## src/rtl/sram_pkg.sv

```systemverilog
`default_nettype none
// ============================================================================
//  Module      : sram_pkg
//  Description : Shared SRAM read/write path definitions: word geometry and
//                the byte-parity convention used by generator and checker.
//  Revision    : 1.0  initial release
// ============================================================================
package sram_pkg;

    localparam int unsigned SRAM_DATA_W = 32;
    localparam int unsigned SRAM_NPAR   = SRAM_DATA_W / 8;

    localparam bit PARITY_EVEN = 1'b0;
    localparam bit PARITY_ODD  = 1'b1;

    // Stored parity bit for one byte; the write-path generator calls the same
    // function so both sides can never disagree on the convention.
    function automatic logic byte_parity(input logic [7:0] b, input logic odd);
        return (^b) ^ odd;
    endfunction

endpackage : sram_pkg
`default_nettype wire

```

## src/rtl/parity_byte.sv

```systemverilog
`default_nettype none
// ============================================================================
//  Module      : parity_byte
//  Description : Expected parity bit of one byte (XOR reduction plus mode).
//  Revision    : 1.0  initial release
// ============================================================================
module parity_byte
    import sram_pkg::*;
#(
    parameter bit ODD_PARITY = PARITY_EVEN
) (
    input  logic [7:0] data,
    output logic       parity
);

    always_comb begin
        parity = byte_parity(data, ODD_PARITY);
    end

endmodule : parity_byte
`default_nettype wire

```

## src/rtl/parity_check.sv

```systemverilog
`default_nettype none
// ============================================================================
//  Module      : parity_check
//  Description : Registered per-byte parity check of SRAM read data with
//                sticky error flag and saturating error counter.
//  Revision    : 1.0  initial release
// ============================================================================
module parity_check
    import sram_pkg::*;
#(
    parameter int unsigned DATA_W     = SRAM_DATA_W,
    parameter int unsigned NPAR       = DATA_W / 8,
    parameter bit          ODD_PARITY = PARITY_EVEN,
    parameter int unsigned CNT_W      = 16
) (
    input  logic              clk,
    input  logic              rst_n,
    input  logic              in_valid,
    input  logic [DATA_W-1:0] data,
    input  logic [NPAR-1:0]   parity_bits,
    input  logic              clear,
    output logic              out_valid,
    output logic              error_flag,
    output logic [NPAR-1:0]   byte_err,
    output logic              sticky_err,
    output logic [CNT_W-1:0]  err_count
);

    localparam logic [CNT_W-1:0] CNT_MAX = {CNT_W{1'b1}};

    logic [NPAR-1:0]  exp_par;
    logic [NPAR-1:0]  mis;
    logic             word_err;

    logic             out_valid_d,  out_valid_q;
    logic             error_flag_d, error_flag_q;
    logic [NPAR-1:0]  byte_err_d,   byte_err_q;
    logic             sticky_err_d, sticky_err_q;
    logic [CNT_W-1:0] err_count_d,  err_count_q;

    for (genvar i = 0; i < NPAR; i++) begin : g_byte
        parity_byte #(
            .ODD_PARITY (ODD_PARITY)
        ) u_parity_byte (
            .data   (data[8*i +: 8]),
            .parity (exp_par[i])
        );
    end

    always_comb begin
        mis      = exp_par ^ parity_bits;
        word_err = in_valid & (|mis);

        out_valid_d  = in_valid;
        error_flag_d = word_err;
        // Invalid cycles report a clean result so stale errors never leak out.
        byte_err_d   = in_valid ? mis : '0;

        // Clear has priority over a same-cycle error for the diagnostic state,
        // while the per-word outputs above still report that error.
        sticky_err_d = sticky_err_q;
        err_count_d  = err_count_q;
        if (clear) begin
            sticky_err_d = 1'b0;
            err_count_d  = '0;
        end else if (word_err) begin
            sticky_err_d = 1'b1;
            if (err_count_q != CNT_MAX) begin
                err_count_d = err_count_q + {{(CNT_W-1){1'b0}}, 1'b1};
            end
        end
    end

    always_ff @(posedge clk or negedge rst_n) begin
        if (!rst_n) begin
            out_valid_q  <= 1'b0;
            error_flag_q <= 1'b0;
            byte_err_q   <= '0;
            sticky_err_q <= 1'b0;
            err_count_q  <= '0;
        end else begin
            out_valid_q  <= out_valid_d;
            error_flag_q <= error_flag_d;
            byte_err_q   <= byte_err_d;
            sticky_err_q <= sticky_err_d;
            err_count_q  <= err_count_d;
        end
    end

    assign out_valid  = out_valid_q;
    assign error_flag = error_flag_q;
    assign byte_err   = byte_err_q;
    assign sticky_err = sticky_err_q;
    assign err_count  = err_count_q;

endmodule : parity_check
`default_nettype wire

```

## config.mk

```make
export PLATFORM = sky130hd
export DESIGN_NAME = parity_check
export DESIGN_NICKNAME = d
export VERILOG_FILES = /design/src/rtl/sram_pkg.sv /design/src/rtl/parity_byte.sv /design/src/rtl/parity_check.sv
export SDC_FILE = /design/constraint.sdc
export NUM_CORES = 1
export LEC_CHECK = 0
export CAP_MARGIN = 10
export CORE_MARGIN = 2
export CORE_UTILIZATION = 47
export CTS_CLUSTER_SIZE = 8
export DETAILED_ROUTE_END_ITERATION = 6
export GPL_TIMING_DRIVEN = 0
export PLACE_DENSITY = 0.95
export SLEW_MARGIN = 20
export SYNTH_ARGS = -nofsm -noshare
export SYNTH_HDL_FRONTEND = slang
export SYNTH_SLANG_ARGS = --single-unit
```

## constraint.sdc

```tcl
create_clock -name clk -period 4 [get_ports clk]
set_input_delay 1.2 -clock clk [delete_from_list [all_inputs] [get_ports clk]]
set_output_delay 1.2 -clock clk [all_outputs]
set_load 0.1 [all_outputs]
```

==> impl_metrics.env <==
export IMPL_status="completed"
export IMPL_synthCells=149
export IMPL_viasPerCell=5.06
export IMPL_ys_warn_count=0
export IMPL_cts_buffer_depth=2
export IMPL_gr_total_overflow=0
export IMPL_leakagePower_nw=0.907
export IMPL_antenna_left=0
export IMPL_syn2layout_area_growth_pct=44.0
export IMPL_io_buffers=61
export IMPL_synth_edf_count=0
export IMPL_grt_pass1_vias=1255
export IMPL_die_w_um=61.7
export IMPL_drt_iter0_drc=26
export IMPL_route_detailed_drc=0
export IMPL_seq_area_frac_synth_pct=36.8
export IMPL_hpwl_um=2750
export IMPL_ioPinCount=63
export IMPL_start_kind="primary input"
export IMPL_synth_distinct_cells=37
export IMPL_grt_usage_pct=20.4
export IMPL_path_class="in -> reg"
export IMPL_finalHoldViolCount=0
export IMPL_tightest_slew_ns=0.989
export IMPL_coreArea_um2=3100
export IMPL_fin_nets=256
export IMPL_maxSlewHeadroom_pct=33.9
export IMPL_first_pass_iters=4
export IMPL_syn_area_um2=1560
export IMPL_grt_max_degree=24
export IMPL_clk_pin_slew_ns=0.12
export IMPL_clk_latency_ns=0.31
export IMPL_cts_max_level=1
export IMPL_stdcell_area_um2=2250
export IMPL_drive_gt1_share_pct=12.6
export IMPL_critPathMaxFanout=10
export IMPL_syn_nets=190
export IMPL_hp_class="reg -> reg"
export IMPL_postCtsResizedCells=0
export IMPL_hold_buffers=0
export IMPL_finClkSkew_ns=0.00139
export IMPL_final_cells=258
export IMPL_final_core_util_pct=72.5
export IMPL_final_common_cell="clkdlybuf4s50_1"
export IMPL_async_flop_share_pct=100
export IMPL_timing_fmax_mhz=298
export IMPL_avgSynthCellArea_um2=10.5
export IMPL_cts_inserted_buffers=3
export IMPL_maxSlewViolCount=0
export IMPL_holdWs_ns=0.562
export IMPL_ys_flop_type="dfrtp_1"
export IMPL_ys_ff_latch=23
export IMPL_cp_end_kind="flip-flop"
export IMPL_initial_core_util_pct=50.4
export IMPL_grt_first_pass_wirelength_um=5710
export IMPL_wl_per_cell_um=13.3
export IMPL_die_h_um=61.7
export IMPL_tns_ns=0
export IMPL_period_share_pct=84.0
export IMPL_n_fill_cell=251
export IMPL_cts_tree="done"
export IMPL_rsz0062_at_grt="no"
export IMPL_power_density_nw_per_um2=319
export IMPL_row_count=20
export IMPL_vias=1306
export IMPL_dp_cells=254
export IMPL_layout_common_cells="clkdlybuf4s50_1, dfrtp_1, xnor2_1"
export IMPL_maxCapViolCount=0
export IMPL_post_dp_cell_area_um2=2230
export IMPL_dieArea_um2=3800
export IMPL_diodes=0
export IMPL_critPathArrivalTime_ns=3.58
export IMPL_routed_wl_um=3420
export IMPL_cp_data_required_time_ns=4.21
export IMPL_min_period_ns=3.36
export IMPL_root_buffer="clkbuf_4"
export IMPL_cts_setup_buffers=0
export IMPL_antenna_found_initial=0
export IMPL_numClockSinks=23
export IMPL_gp_congestion=0.811
export IMPL_setup_violations=0
export IMPL_ir_drop_mv=0.187
[synth_stat cells (2+ instances only)]
library cell  number  area share (%)
nor2b_1           12             4.8
mux2_4             5             4.8
nand3_1            3            0.96
nor4_1             2            0.80
nor3_1             2            0.64
nand4b_1           2             1.1
nand2b_1           2            0.80
and3_1             2            0.80
xnor2_1           20              11
and2_1             5             2.0
inv_1              3            0.72
nor3_2             4             2.6
xor2_1             4             2.2
nand4_1            3             1.2
nor4b_1            2             1.1
nor3b_1            2            0.96
or3_1              2            0.80
a21oi_1            3            0.96
nor2_1            14             3.4
mux2_2             7             5.0
clkbuf_1           4            0.96
nand2_1            6             1.4
dfrtp_1           23              37
xnor3_1            4             5.8
[layout make-up]
class	count	area, µm²	share of cell area (%)
Timing Repair Buffer	61	606	26.9
Multi-Input combinational cell	117	942	41.9
Clock inverter	1	5.00	0.222
Tap cell	44	55.1	2.45
Buffer	6	33.8	1.50
Inverter	3	11.3	0.500
Clock buffer	3	22.5	1.00
Sequential cell	23	576	25.6
[critical path, cell delays in order]
cell             delay, ns
clkdlybuf4s50_1       0.48
xnor2_1               0.12
xnor3_1               0.41
xnor2_1               0.18
nor4_4                0.58
buf_6                 0.23
nor2_2                0.07
mux2_4                0.29
[state kept, by name, indices dropped and copies added (netlist names)]
| signal | cells |
|---|---|
| err_count | 16 |
| sticky_err | 1 |
| byte_err | 4 |
| error_flag | 1 |
| out_valid | 1 |
[through the flow]
| stage | total power, mW | setup slack [ns] |
|---|---|---|
| detailed placement | 0.618 | 0.283 |
| finish | 0.718 | 0.639 |
| global route | 0.747 | 0.548 |
| global placement | 0.609 | 0.324 |
| CTS | 0.724 | 0.619 |
| floorplan | 0.514 | 0.953 |
[report_power, final]
part / switching [mW] / total [mW] / internal (mW)
Combinational: 0.220 / 0.351 / 0.131
Sequential: 0.00910 / 0.259 / 0.250
Clock: 0.0705 / 0.108 / 0.0374
Total: 0.300 / 0.718 / 0.418
[final timing paths]
path | to | cells after the start | startpoint | slack [ns]
max | err_count[0]$_DFFE_PN0P_ | 8 | data[21] | 0.64
min | err_count[14]$_DFFE_PN0P_ | 2 | err_count[14]$_DFFE_PN0P_ | 0.56
max reg2reg | err_count[8]$_DFFE_PN0P_ | 8 | err_count[0]$_DFFE_PN0P_ | 1.48
max in group asynchronous | byte_err[1]$_DFF_PN0_ | 1 | rst_n | 2.84
min in group asynchronous | out_valid$_DFF_PN0_ | 1 | rst_n | 0.83
min reg2reg | err_count[14]$_DFFE_PN0P_ | 2 | err_count[14]$_DFFE_PN0P_ | 0.56
[cell families after synthesis]
group,Yosys count,share of synthesized area (%)
compound gates,7,3.12
flops,23,36.8
simple gates,68,26.7
mux,13,10.5
fa+ha+maj,1,0.801
buf+inv,9,2.88
xor+xnor,28,19.2
[layer usage]
layer | wire [µm] | track usage, % | vias up | part of all wire [%]
met3 | 184 | 4.83 | 8 | 5.4
met1 | 1380 | 25.3 | 610 | 40
li1 | - | - | 644 | -
met2 | 1790 | 35.8 | 44 | 52
met5 | 0 | 0 | - | 0
met4 | 67 | 4.56 | 0 | 2.0
Note: power is estimated with default switching activity, not from simulation.
==> RTL change 1: new RTL, same settings <==
Change the package constant `SRAM_DATA_W` from 32 to 28.
--- a/src/rtl/sram_pkg.sv
+++ b/src/rtl/sram_pkg.sv
@@ -7,7 +7,7 @@
 // ============================================================================
 package sram_pkg;
 
-    localparam int unsigned SRAM_DATA_W = 32;
+    localparam int unsigned SRAM_DATA_W = 28;
     localparam int unsigned SRAM_NPAR   = SRAM_DATA_W / 8;
 
     localparam bit PARITY_EVEN = 1'b0;
Ports: changed (resized byte_err, data and parity_bits); port bits go from 63 to 57. The function was not compared with the original's and may differ.
==> RTL change 1 against the unedited design <==
Design area decreased by 11%; worst setup slack improved by 0.070 ns; synthesized area is 8.6% lower; total power is 4.5% lower; sequential cell count shrank 1; sequential share of layout area increased by 1.8 points; worst hold slack got worse by 0.046 ns; routed wire length decreased by 7.1%; combinational power fell by 11%; critical path type unchanged; critical endpoint is now err_count[8]; largest power group unchanged; highest routed layer unchanged.
==> RTL change 1: results (changes against the unedited design) <==
Parameter                              Value

Status
  Outcome    finished, final reports clean (unchanged)

Worst setup path
  FF-to-FF setup slack    1.45 ns (was 1.48 ns)
  Startpoint of the most critical register-to-register path    err_count[1] (was err_count[0])
  Source of the critical timing path    data[10] (was data[21])
  Delay contributed by the slowest stage of the critical path    0.50 ns (was 0.58 ns)
  Crit path capture    err_count[8] (was err_count[0])
  Slowest stage cell, crit path    clkdlybuf4s50_1 (was nor4_4)
  Dominant delay contributor by cell family on the critical path    XOR/XNOR gates (was buffers and inverters)

Drt
  Drt initial violations    74 (was 26)
  Via total after detailed routing    1271 (was 1306)

Placed design
  Number of placed instances, taps included    225 (was 254)
  Gpl congestion    0.9081 (was 0.8109)
  Worst slack, placed    0.3945 ns (was 0.2832 ns)
  Sum of net half-perimeters after detailed placement    2.472 mm (was 2.745 mm)
  Post-Place Cell Area    0.001981 mm^2 (was 0.002228 mm^2)
  Quantity of I/O buffers inserted on ports    51 (was 61)

Global routing
  Wire length of the first global-routing pass    5.216 mm (was 5.706 mm)
  Largest net degree at the start of global routing    23 (was 24)
  Via count of the first global-routing pass    1180 (was 1255)

Logic synthesis
  Number of distinct library cell variants in the gate-level netlist after synthesis    36 (was 37)

Timing
  Worst Tran Pin Value    0.9884 ns (was 0.9888 ns)
  Fin Clk Skew    0.001169 ns (was 0.001387 ns)

Power and ir drop
  Pwr dens    340.5 mW/mm^2 (was 318.8 mW/mm^2)
  Max IR drop VDD    0.1888 mV (was 0.1867 mV)
  Cell-internal power    404.5 uW (was 418.0 uW)
==> RTL change 1: cell types whose count changed after synthesis, sizes merged, moves of 2 or more <==
cell,before,now
o31ai,1,3
and2,5,3
nor2b,12,9
nand2b,2,4
mux2,12,9
nand4b,2,0
xnor2,20,15
nand2,6,2
nand3,3,9
or4,1,5
==> RTL change 1: routing by layer <==
| layer | GRT usage, % | vias up | wire [um] |
|---|---|---|---|
| met5 | 0 | - | 0 |
| met3 | 5.022 | 6 | 154 |
| met1 | 23.03 | 607 | 1322 |
| met4 | 6.169 | 0 | 40 |
| met2 | 36.67 | 52 | 1660 |
| li1 | - | 606 | - |
==> RTL change 1: final cells by class <==
class / count / area [um^2] / share of cell area [%]
multi-input cells: 109 / 830.8 / 41.29
flip-flops and latches: 22 / 550.5 / 27.36
inverters: 3 / 11.26 / 0.5597
well taps: 33 / 41.29 / 2.052
repair buffers: 51 / 505.5 / 25.12
clock buffers: 4 / 36.28 / 1.803
plain buffers: 7 / 36.28 / 1.803
==> RTL change 1: how the worst min path moves through the flow <==
stage | from | to | slack [ns] | cells past startpoint
after floorplan | rst_n | byte_err[0] | 0.90 | 0
after global placement | sticky_err | sticky_err | 0.49 | 1
after detailed placement | sticky_err | sticky_err | 0.50 | 1
after CTS | sticky_err | sticky_err | 0.52 | 1
after global routing | sticky_err | sticky_err | 0.55 | 1
final | sticky_err | sticky_err | 0.52 | 1
==> RTL change 1: kinds of logic (layout without fill, tap and decap cells) <==
group                      Yosys count  in the layout  share of synthesized area (%)
DFF                                 22             22                          38.53
AOI/OAI and AO/OA                   13             13                          6.742
xor gates and xnor gates            21             21                          17.34
and+or+nand+nor                     64             64                          25.39
buffers and inverters               10             65                          3.327
adders and majority gates            1              1                         0.8755
muxes                               10             10                          7.794
==> RTL change 2: new RTL, config.mk and constraints unchanged <==
Made on the original files. Make the reset (`rst_n`) synchronous in one clocked block.
--- a/src/rtl/parity_check.sv
+++ b/src/rtl/parity_check.sv
@@ -71,7 +71,7 @@
         end
     end
 
-    always_ff @(posedge clk or negedge rst_n) begin
+    always_ff @(posedge clk) begin
         if (!rst_n) begin
             out_valid_q  <= 1'b0;
             error_flag_q <= 1'b0;
Check against the original RTL: differs if rst_n is asserted again (counterexample within 4 cycles, from zero or initial values and one cycle with rst_n low); with rst_n held inactive, the same outputs for 10 cycles.
==> RTL change 2 against the unedited design <==
Synthesized area is 14% lower; utilization is 1.8 points higher; worst hold slack worse by 0.041 ns; count of clock-buffer cells in the layout is 1 higher; worst setup slack better by 0.12 ns; routed wire length is 0.96% lower; sequential power is 6% lower; sequential cell count stayed put; cell count is 2.7% lower; combinational power is 27% lower; total power is 15% lower; design area is 9.7% lower; clock skew is 0.0016 ns higher; largest cell class unchanged.
==> RTL change 2: results (changes against the unedited design) <==
Parameter                              Value

Status
  Outcome    finished, final reports clean (unchanged)

Final layout
  Nets@finish    262 (was 256)
  Filler cells    205 (was 251)

Drt
  Post-detailed-route wirelength per cell    13.49 um (was 13.26 um)
  Vias per cell    5.582 (was 5.062)
  Drt initial violations    40 (was 26)

Placed design
  Quantity of I/O buffers inserted on ports    62 (was 61)
  Gpl congestion    0.8319 (was 0.8109)
  Worst slack, placed    0.4529 ns (was 0.2832 ns)

Worst setup path
  Crit path capture    err_count[9] (was err_count[0])
  Worst Path Arrival    3.49 ns (was 3.58 ns)
  FF-to-FF End    err_count[8] (unchanged)
  FF-to-FF setup slack    1.85 ns (was 1.48 ns)

Logic synthesis
  Adder-cell share of the synthesized area    0.9294% (was 0.8006%)
  Post-synth net total    195 (was 190)
  Commonest cells in the synthesized netlist    23 x dfxtp_1, 16 x xnor2_1, 12 x nand2_1 (was 23 x dfrtp_1, 20 x xnor2_1, 14 x nor2_1)
  Xor and xnor fraction of the mapped netlist area    22.30% (was 19.22%)
  Primary flip-flop cell chosen by synthesis mapping    dfxtp_1 (was dfrtp_1)
  Async S/R FF share, synth    0% (was 100.0%)
  Fraction of synthesized area in multiplexers    0.7435% (was 10.49%)
  Synthesized-area fraction occupied by ao, oa, aoi and oai cells    11.62% (was 3.122%)
  Number of distinct library cell variants in the gate-level netlist after synthesis    32 (was 37)

Power and ir drop
  Max IR drop VDD    0.2247 mV (was 0.1867 mV)
  Total leakage power    0.7368 nW (was 0.9071 nW)

Timing
  Fin Clk Skew    0.002938 ns (was 0.001387 ns)
  Worst Tran Pin Value    0.9939 ns (was 0.9888 ns)
  Final critical-path required period    3.238 ns (was 3.361 ns)

Global routing
  Via count of the first global-routing pass    1316 (was 1255)
  GRT Util Overall    21.74% (was 20.37%)
  Largest net degree at the start of global routing    13 (was 24)
RTL change 2: critical path, cell delays in order:
cell and delay, ns:
clkdlybuf4s50_1 0.47, xor2_1 0.15, xnor3_1 0.42, xnor2_1 0.33, and4_4 0.28, buf_2 0.22, buf_4 0.21, o21ai_1 0.08
a21oi_1 0.14
RTL change 2: area by class of cell:
type	count	area [um^2]	share of cell area, %
clock buffers	4	26.28	1.293
inverters	2	7.507	0.3695
well taps	31	38.79	1.909
plain buffers	6	35.03	1.724
multi-input cells	123	843.3	41.50
flip-flops and latches	23	460.4	22.66
repair buffers	62	620.6	30.54
RTL change 2: worst min path at each step:
stage,from,to,slack [ns],depth (start not counted)
6_report,err_count[10],err_count[10],0.52,2
5_1_grt,err_count[3],err_count[3],0.55,2
4_1_cts,err_count[5],err_count[5],0.52,2
3_5_place_dp,err_count[5],err_count[5],0.50,2
3_3_place_gp,sticky_err,sticky_err,0.45,2
2_1_floorplan,err_count[5],err_count[5],0.91,2
RTL change 2: power breakdown:
part	total (mW)	leakage, nW	internal, mW	switching (mW)
clock	0.109	0.0150	0.0390	0.0704
combinational	0.257	0.535	0.110	0.147
sequential	0.243	0.187	0.238	0.00431
total	0.609	0.737	0.387	0.222
RTL change 2: metrics by stage:
stage	instance area (um^2)	util (%)	power [mW]	cells	hold slack (ns)
after floorplan	1346	-	0.4215	154	0.9087
after detailed placement	2006	73.36	0.5052	247	0.5041
after CTS	2032	74.32	0.6124	251	0.5212
after global routing	2032	74.32	0.6362	251	0.5549
after global placement	2006	73.36	0.4990	247	0.4543
final	2032	74.32	0.6088	251	0.5206
RTL change 2: per-layer routing:
layer	part of all wire [%]	GRT usage [%]	up-vias
li1	-	-	693
met1	41	25.11	649
met4	0.59	5.316	0
met5	0	0	-
met3	6.7	4.762	4
met2	52	40.26	55
